===== src/rtl/dest_reg_track.sv =====
// dest_reg_track: carries the EX destination register and its write enable
// through the MEM and WB pipeline registers, and derives the ALU operand
// forwarding selects and the load-use stall from that state.
// Optional feature macro: HAZARD_CNT_EN adds a saturating stall counter
// output (stall_cnt_o).
module dest_reg_track #(
  parameter int AW        = 5,
  parameter bit ZERO_KILL = 1'b1,
  parameter int CNT_W     = 16
) (
  input  logic          clk,
  input  logic          rst_n,
  input  logic          hold_i,
  input  logic          flush_i,
  input  logic          ex_valid_i,
  input  logic [AW-1:0] ex_dest_i,
  input  logic          ex_reg_write_i,
  input  logic          ex_mem_read_i,
  input  logic [AW-1:0] ex_rs_i,
  input  logic [AW-1:0] ex_rt_i,
  input  logic [AW-1:0] id_rs_i,
  input  logic [AW-1:0] id_rt_i,
  output logic [AW-1:0] mem_dest_o,
  output logic          mem_reg_write_o,
  output logic [AW-1:0] wb_dest_o,
  output logic          wb_reg_write_o,
  output logic [1:0]    fwd_a_o,
  output logic [1:0]    fwd_b_o,
  output logic          load_use_stall_o
`ifdef HAZARD_CNT_EN
  ,
  output logic [CNT_W-1:0] stall_cnt_o
`endif
);

  // A write only counts when enabled and, with ZERO_KILL, not aimed at r0.
  function automatic logic eff_write(input logic we, input logic [AW-1:0] dest);
    return we & (~ZERO_KILL | (dest != {AW{1'b0}}));
  endfunction

  // Operand select: MEM wins over WB when both hold the same destination.
  function automatic logic [1:0] fwd_sel(input logic          mem_eff,
                                         input logic [AW-1:0] mem_dest,
                                         input logic          wb_eff,
                                         input logic [AW-1:0] wb_dest,
                                         input logic [AW-1:0] src);
    if (mem_eff && (mem_dest == src)) begin
      return 2'b10;
    end else if (wb_eff && (wb_dest == src)) begin
      return 2'b01;
    end else begin
      return 2'b00;
    end
  endfunction

  logic [AW-1:0] mem_dest_r;
  logic          mem_we_r;
  logic [AW-1:0] wb_dest_r;
  logic          wb_we_r;
  logic          mem_eff_s;
  logic          wb_eff_s;
  logic [1:0]    fwd_a_s;
  logic [1:0]    fwd_b_s;
  logic          dest_hit_s;
  logic          stall_s;

  // MEM stage: advance from EX, or hold; a flush under hold still kills the entry.
  always_ff @(posedge clk or negedge rst_n) begin
    if (!rst_n) begin
      mem_dest_r <= {AW{1'b0}};
      mem_we_r   <= 1'b0;
    end else if (!hold_i) begin
      mem_dest_r <= ex_dest_i;
      mem_we_r   <= ex_reg_write_i & ex_valid_i & ~flush_i;
    end else if (flush_i) begin
      mem_dest_r <= mem_dest_r;
      mem_we_r   <= 1'b0;
    end else begin
      mem_dest_r <= mem_dest_r;
      mem_we_r   <= mem_we_r;
    end
  end

  // WB stage: copy MEM on every unheld edge.
  always_ff @(posedge clk or negedge rst_n) begin
    if (!rst_n) begin
      wb_dest_r <= {AW{1'b0}};
      wb_we_r   <= 1'b0;
    end else if (!hold_i) begin
      wb_dest_r <= mem_dest_r;
      wb_we_r   <= mem_we_r;
    end else begin
      wb_dest_r <= wb_dest_r;
      wb_we_r   <= wb_we_r;
    end
  end

  // Forwarding selects and load-use stall from the carried state and EX/ID inputs.
  always_comb begin
    mem_eff_s  = eff_write(mem_we_r, mem_dest_r);
    wb_eff_s   = eff_write(wb_we_r, wb_dest_r);
    fwd_a_s    = fwd_sel(mem_eff_s, mem_dest_r, wb_eff_s, wb_dest_r, ex_rs_i);
    fwd_b_s    = fwd_sel(mem_eff_s, mem_dest_r, wb_eff_s, wb_dest_r, ex_rt_i);
    dest_hit_s = (ex_dest_i == id_rs_i) | (ex_dest_i == id_rt_i);
    stall_s    = ex_valid_i & ex_mem_read_i & ~flush_i &
                 eff_write(ex_reg_write_i, ex_dest_i) & dest_hit_s;
  end

  assign mem_dest_o       = mem_dest_r;
  assign mem_reg_write_o  = mem_we_r;
  assign wb_dest_o        = wb_dest_r;
  assign wb_reg_write_o   = wb_we_r;
  assign fwd_a_o          = fwd_a_s;
  assign fwd_b_o          = fwd_b_s;
  assign load_use_stall_o = stall_s;

`ifdef HAZARD_CNT_EN
  logic [CNT_W-1:0] stall_cnt_r;

  // Count stalled edges regardless of hold, sticking at all-ones.
  always_ff @(posedge clk or negedge rst_n) begin
    if (!rst_n) begin
      stall_cnt_r <= {CNT_W{1'b0}};
    end else if (stall_s && (stall_cnt_r != {CNT_W{1'b1}})) begin
      stall_cnt_r <= stall_cnt_r + {{(CNT_W-1){1'b0}}, 1'b1};
    end else begin
      stall_cnt_r <= stall_cnt_r;
    end
  end

  assign stall_cnt_o = stall_cnt_r;
`endif

endmodule


===== config.mk =====
export PLATFORM = sky130hd
export DESIGN_NAME = dest_reg_track
export DESIGN_NICKNAME = d
export VERILOG_FILES = /design/src/rtl/dest_reg_track.sv
export SDC_FILE = /design/constraint.sdc
export NUM_CORES = 1
export LEC_CHECK = 0
export CORE_AREA = 2 2 50 52
export CTS_BUF_LIST = sky130_fd_sc_hd__clkbuf_16
export CTS_CLUSTER_DIAMETER = 30
export DETAILED_ROUTE_END_ITERATION = 8
export DIE_AREA = 0 0 52 54
export PLACE_DENSITY = 0.85
export SLEW_MARGIN = 20
export SYNTH_ARGS = -nofsm -noshare
export SYNTH_HDL_FRONTEND = slang
export SYNTH_SLANG_ARGS = --single-unit
export TNS_END_PERCENT = 10

===== constraint.sdc =====
create_clock -name clk -period 3.5 [get_ports clk]
set_input_delay 0.7 -clock clk [delete_from_list [all_inputs] [get_ports clk]]
set_output_delay 0.7 -clock clk [all_outputs]
set_load 0.01 [all_outputs]

==> summary.md <==
| Metric | Value |
|---|---|
| Setup tns final | `0 ns` |
| Crit start category | `primary input` |
| Largest family of logic cells by synthesized area | `XOR/XNOR gates` |
| GRT Overall Usage | `about 17%` |
| Mux share of post-synthesis cell area | `between 10% and 20%` |
| Critical Path End | `load_use_stall_o` |
| Largest cells by area after synthesis | `dfrtp_1 35%, xor2_1 20%, mux2_2 14%` |
| CP max stage delay | `between 0.5 and 0.6 ns` |
| CTS clk-pin slew, worst paths | `roughly 0.04 ns` |
| Final hold vios | `0` |
| Final setup margin | `0.226 ns` |
| Area Overhead vs Synth | `69.2%` |
| Worst R2R Start | `mem_dest_o[0]` |
| Pre-CTS setup slack | `between 0.2 and 0.25 ns` |
| Post-synth top cells | `20 x xor2_1, 12 x dfrtp_1, 11 x mux2_2` |
| Post-synthesis adder-cell area fraction | `0%` |
| FF-to-FF setup slack | `around 2.6 ns` |
| Most frequent cell after synthesis | `xor2_1` |
| Final period util | `slightly above 90%` |
| Worst Clk Skew | `roughly 0.0046 ns` |
| Most frequent CP cell | `clkdlybuf4s50_1` |
| Vias in the first global route | `approximately 770` |
| Worst flop-to-flop path endpoint | `wb_dest_o[0]` |
| Wire per inst | `roughly 14 µm` |
| Status | `finished, final reports clean` |
| Worst slew margin | `63.8%` |
| Post-synthesis cell type count | `16` |
| Final ANT Viol Nets | `0` |
| RSZ-0062 raised after global routing | `no` |
| Port-buffer cells | `48` |
| Period minus WS final | `3.27 ns` |
| Num CTS Buffers | `3` |
| Post-synth top area share | `a little over a third` |
| Leading area contributor after synthesis | `dfrtp_1` |
| Synth Register Bits | `12` |
| Avg Cell Area, Syn | `11.0 µm²` |
| Die ar. | `roughly 2800 µm²` |
| Setup crit end kind | `output pin` |
| PD cells | `375 nW/µm²` |
| Pre-antenna DRT Iters | `4` |
| Sequential fraction of the synthesis area | `35.0%` |
| Mapped Nets | `110` |
| Post-synth EDFFs | `0` |
| Maxcap violations | `0` |
| CTS tree | `built` |
| Grt total ovfl | `0` |
| Die H | `about 54 µm` |
| Routed vias/inst | `around 5.0` |
| Gpl congestion | `between 0.7 and 0.8` |
| Complex-gate fraction of the synthesized area | `~3.2%` |
| DR iter-0 viols | `1` |
| Later-pin clock latency in the skew report | `between 0.2 and 0.25 ns` |
| Crit path DAT | `about 2.6 ns` |
| Hold-fix buffers at CTS | `0` |
| CTS sink cnt | `12` |
| Placed insts | `155` |
| Asr flop ratio synth | `between 90% and 100%` |
| Diode count | `0` |
| Clock buffer depth | `2` |
| R2R cell count | `1` |
| Pleak | `0.000542 µW` |
| XOR/XNOR Fraction of Synth Area | `between 30% and 40%` |
| Final setup viols | `0` |
| Die Wd | `approximately 52 µm` |
| Setup Fix Bufs, Post-CTS | `0` |
| Fmax | `between 0.3 and 0.4 GHz` |
| Crit path from | `ex_dest_i[0]` |
| Worst Hold Class | `reg2reg` |
| Synthesized netlist cell count | `78` |
| Fin util | `a little over three fifths` |
| Slew @ Worst Pin | `0.541 ns` |
| CP Class | `in2out` |
| Main synth FF type | `dfrtp_1` |
| Drt total wl | `about 2.1 mm` |
| Hold Crit Depth | `1` |
| Via Count | `about 800` |
| # resized after CTS | `0` |
| Nets@finish | `162` |
| Wire length of the first global-routing pass | `about 3.3 mm` |
| CORE AREA | `approximately 2300 µm²` |
| Crit path required time | `between 2 and 3 ns` |
| Critical-path top delay cell | `clkdlybuf4s50_1` |
| YS warnings | `0` |
| Cell Area, Synth | `857 µm²` |
| CTS root buffer | `clkbuf_16` |
| Dpl hpwl | `around 1.8 mm` |
| Crit path max fanout | `4` |
| Top Ports | `49` |
| H-tree levels | `1` |
| Initial antenna violation count | `0` |
| Cell Count, Final, Fillers Out | `159` |
| CP Cell Sequence | `clkdlybuf4s50_1 -> xor2_1 -> nor3_1 -> nand3_1 -> a221oi_1 -> clkdlybuf4s50_1` |
| Worst VDD drop | `between 0.2 and 0.25 mV` |
| Initial Util | `36.9%` |
| WHS | `~0.55 ns` |
| Share of layout cells above drive strength 1 | `between 10 and 15%` |
| Largest net degree at the start of global routing | `14` |
| Post-Synth Simple-Gate Area | `between 15 and 20%` |
| Detailed-route DRC error count | `0` |
| Max-slew violation count | `0` |
| Core Rows | `18` |
report_power, final:
part | total, µW | internal [µW] | leakage, µW | switching, µW
Combinational | 152 | 97.1 | 0.000359 | 55.2
Clock | 209 | 150 | 0.0000385 | 59.0
Sequential | 182 | 155 | 0.000144 | 26.8
worst min path at each step:
stage | startpoint | end | slack (ns)
floorplan | rst_n | mem_dest_o[0] | 0.40
global placement | wb_reg_write_o | wb_reg_write_o | 0.53
detailed placement | wb_reg_write_o | wb_reg_write_o | 0.54
CTS | wb_reg_write_o | wb_reg_write_o | 0.55
global route | wb_reg_write_o | wb_reg_write_o | 0.55
finish | wb_reg_write_o | wb_reg_write_o | 0.55
layout by cell type, fill, tap and decap left out, drive strengths merged:
master / n
clkbuf: 3
nor3: 3
nand2: 1
nand3: 4
a221oi: 1
nor2: 3
clkinv: 1
clkdlybuf4s50: 48
or4: 4
o21ai: 2
xnor2: 10
a21oi: 1
nand4b: 1
dfrtp: 12
nor4: 4
xor2: 20
mux2: 11
per-layer routing:
layer / part of all wire (%) / vias up / track usage [%] / wire, µm
met3: 8.4 / 4 / 2.22 / 181
met2: 49 / 44 / 29.1 / 1050
met4: 2.7 / 0 / 13.2 / 57
met5: 0 / - / 0 / 0
met1: 40 / 371 / 18.5 / 857
li1: - / 383 / - / -
cell families (layout without fill, tap and decap cells):
group,count (synthesis),count (layout)
xor gates and xnor gates,30,30
and+or+nand+nor,20,20
DFF,12,12
muxes,11,11
AOI/OAI and AO/OA,4,4
buffers and inverters,1,52
per-stage QoR:
stage,area [µm²],total power (µW)
floorplan,857,246
global placement,1370,332
detailed placement,1370,338
CTS,1450,550
global route,1450,569
finish,1450,543
state kept, by name, summed over array words and instances, names as in the netlist:
register         count
wb_dest_o            5
mem_dest_o           5
wb_reg_write_o       1
mem_reg_write_o      1
layout make-up:
| cell class | count | area [µm²] |
|---|---|---|
| Clock buffer | 3 | 75.1 |
| Clock inverter | 1 | 3.75 |
| Fill cell | 187 | 870 |
| Multi-Input combinational cell | 65 | 553 |
| Sequential cell | 12 | 300 |
| Tap cell | 30 | 37.5 |
| Timing Repair Buffer | 48 | 480 |
critical path: cells and delay by family:
family                    cells  cell delay [ns]
buffers and inverters         2             1.09
and+or+nand+nor               2             0.28
xor gates and xnor gates      1             0.20
AOI/OAI and AO/OA             1             0.30
No activity file was read; power rests on OpenSTA's default activity.
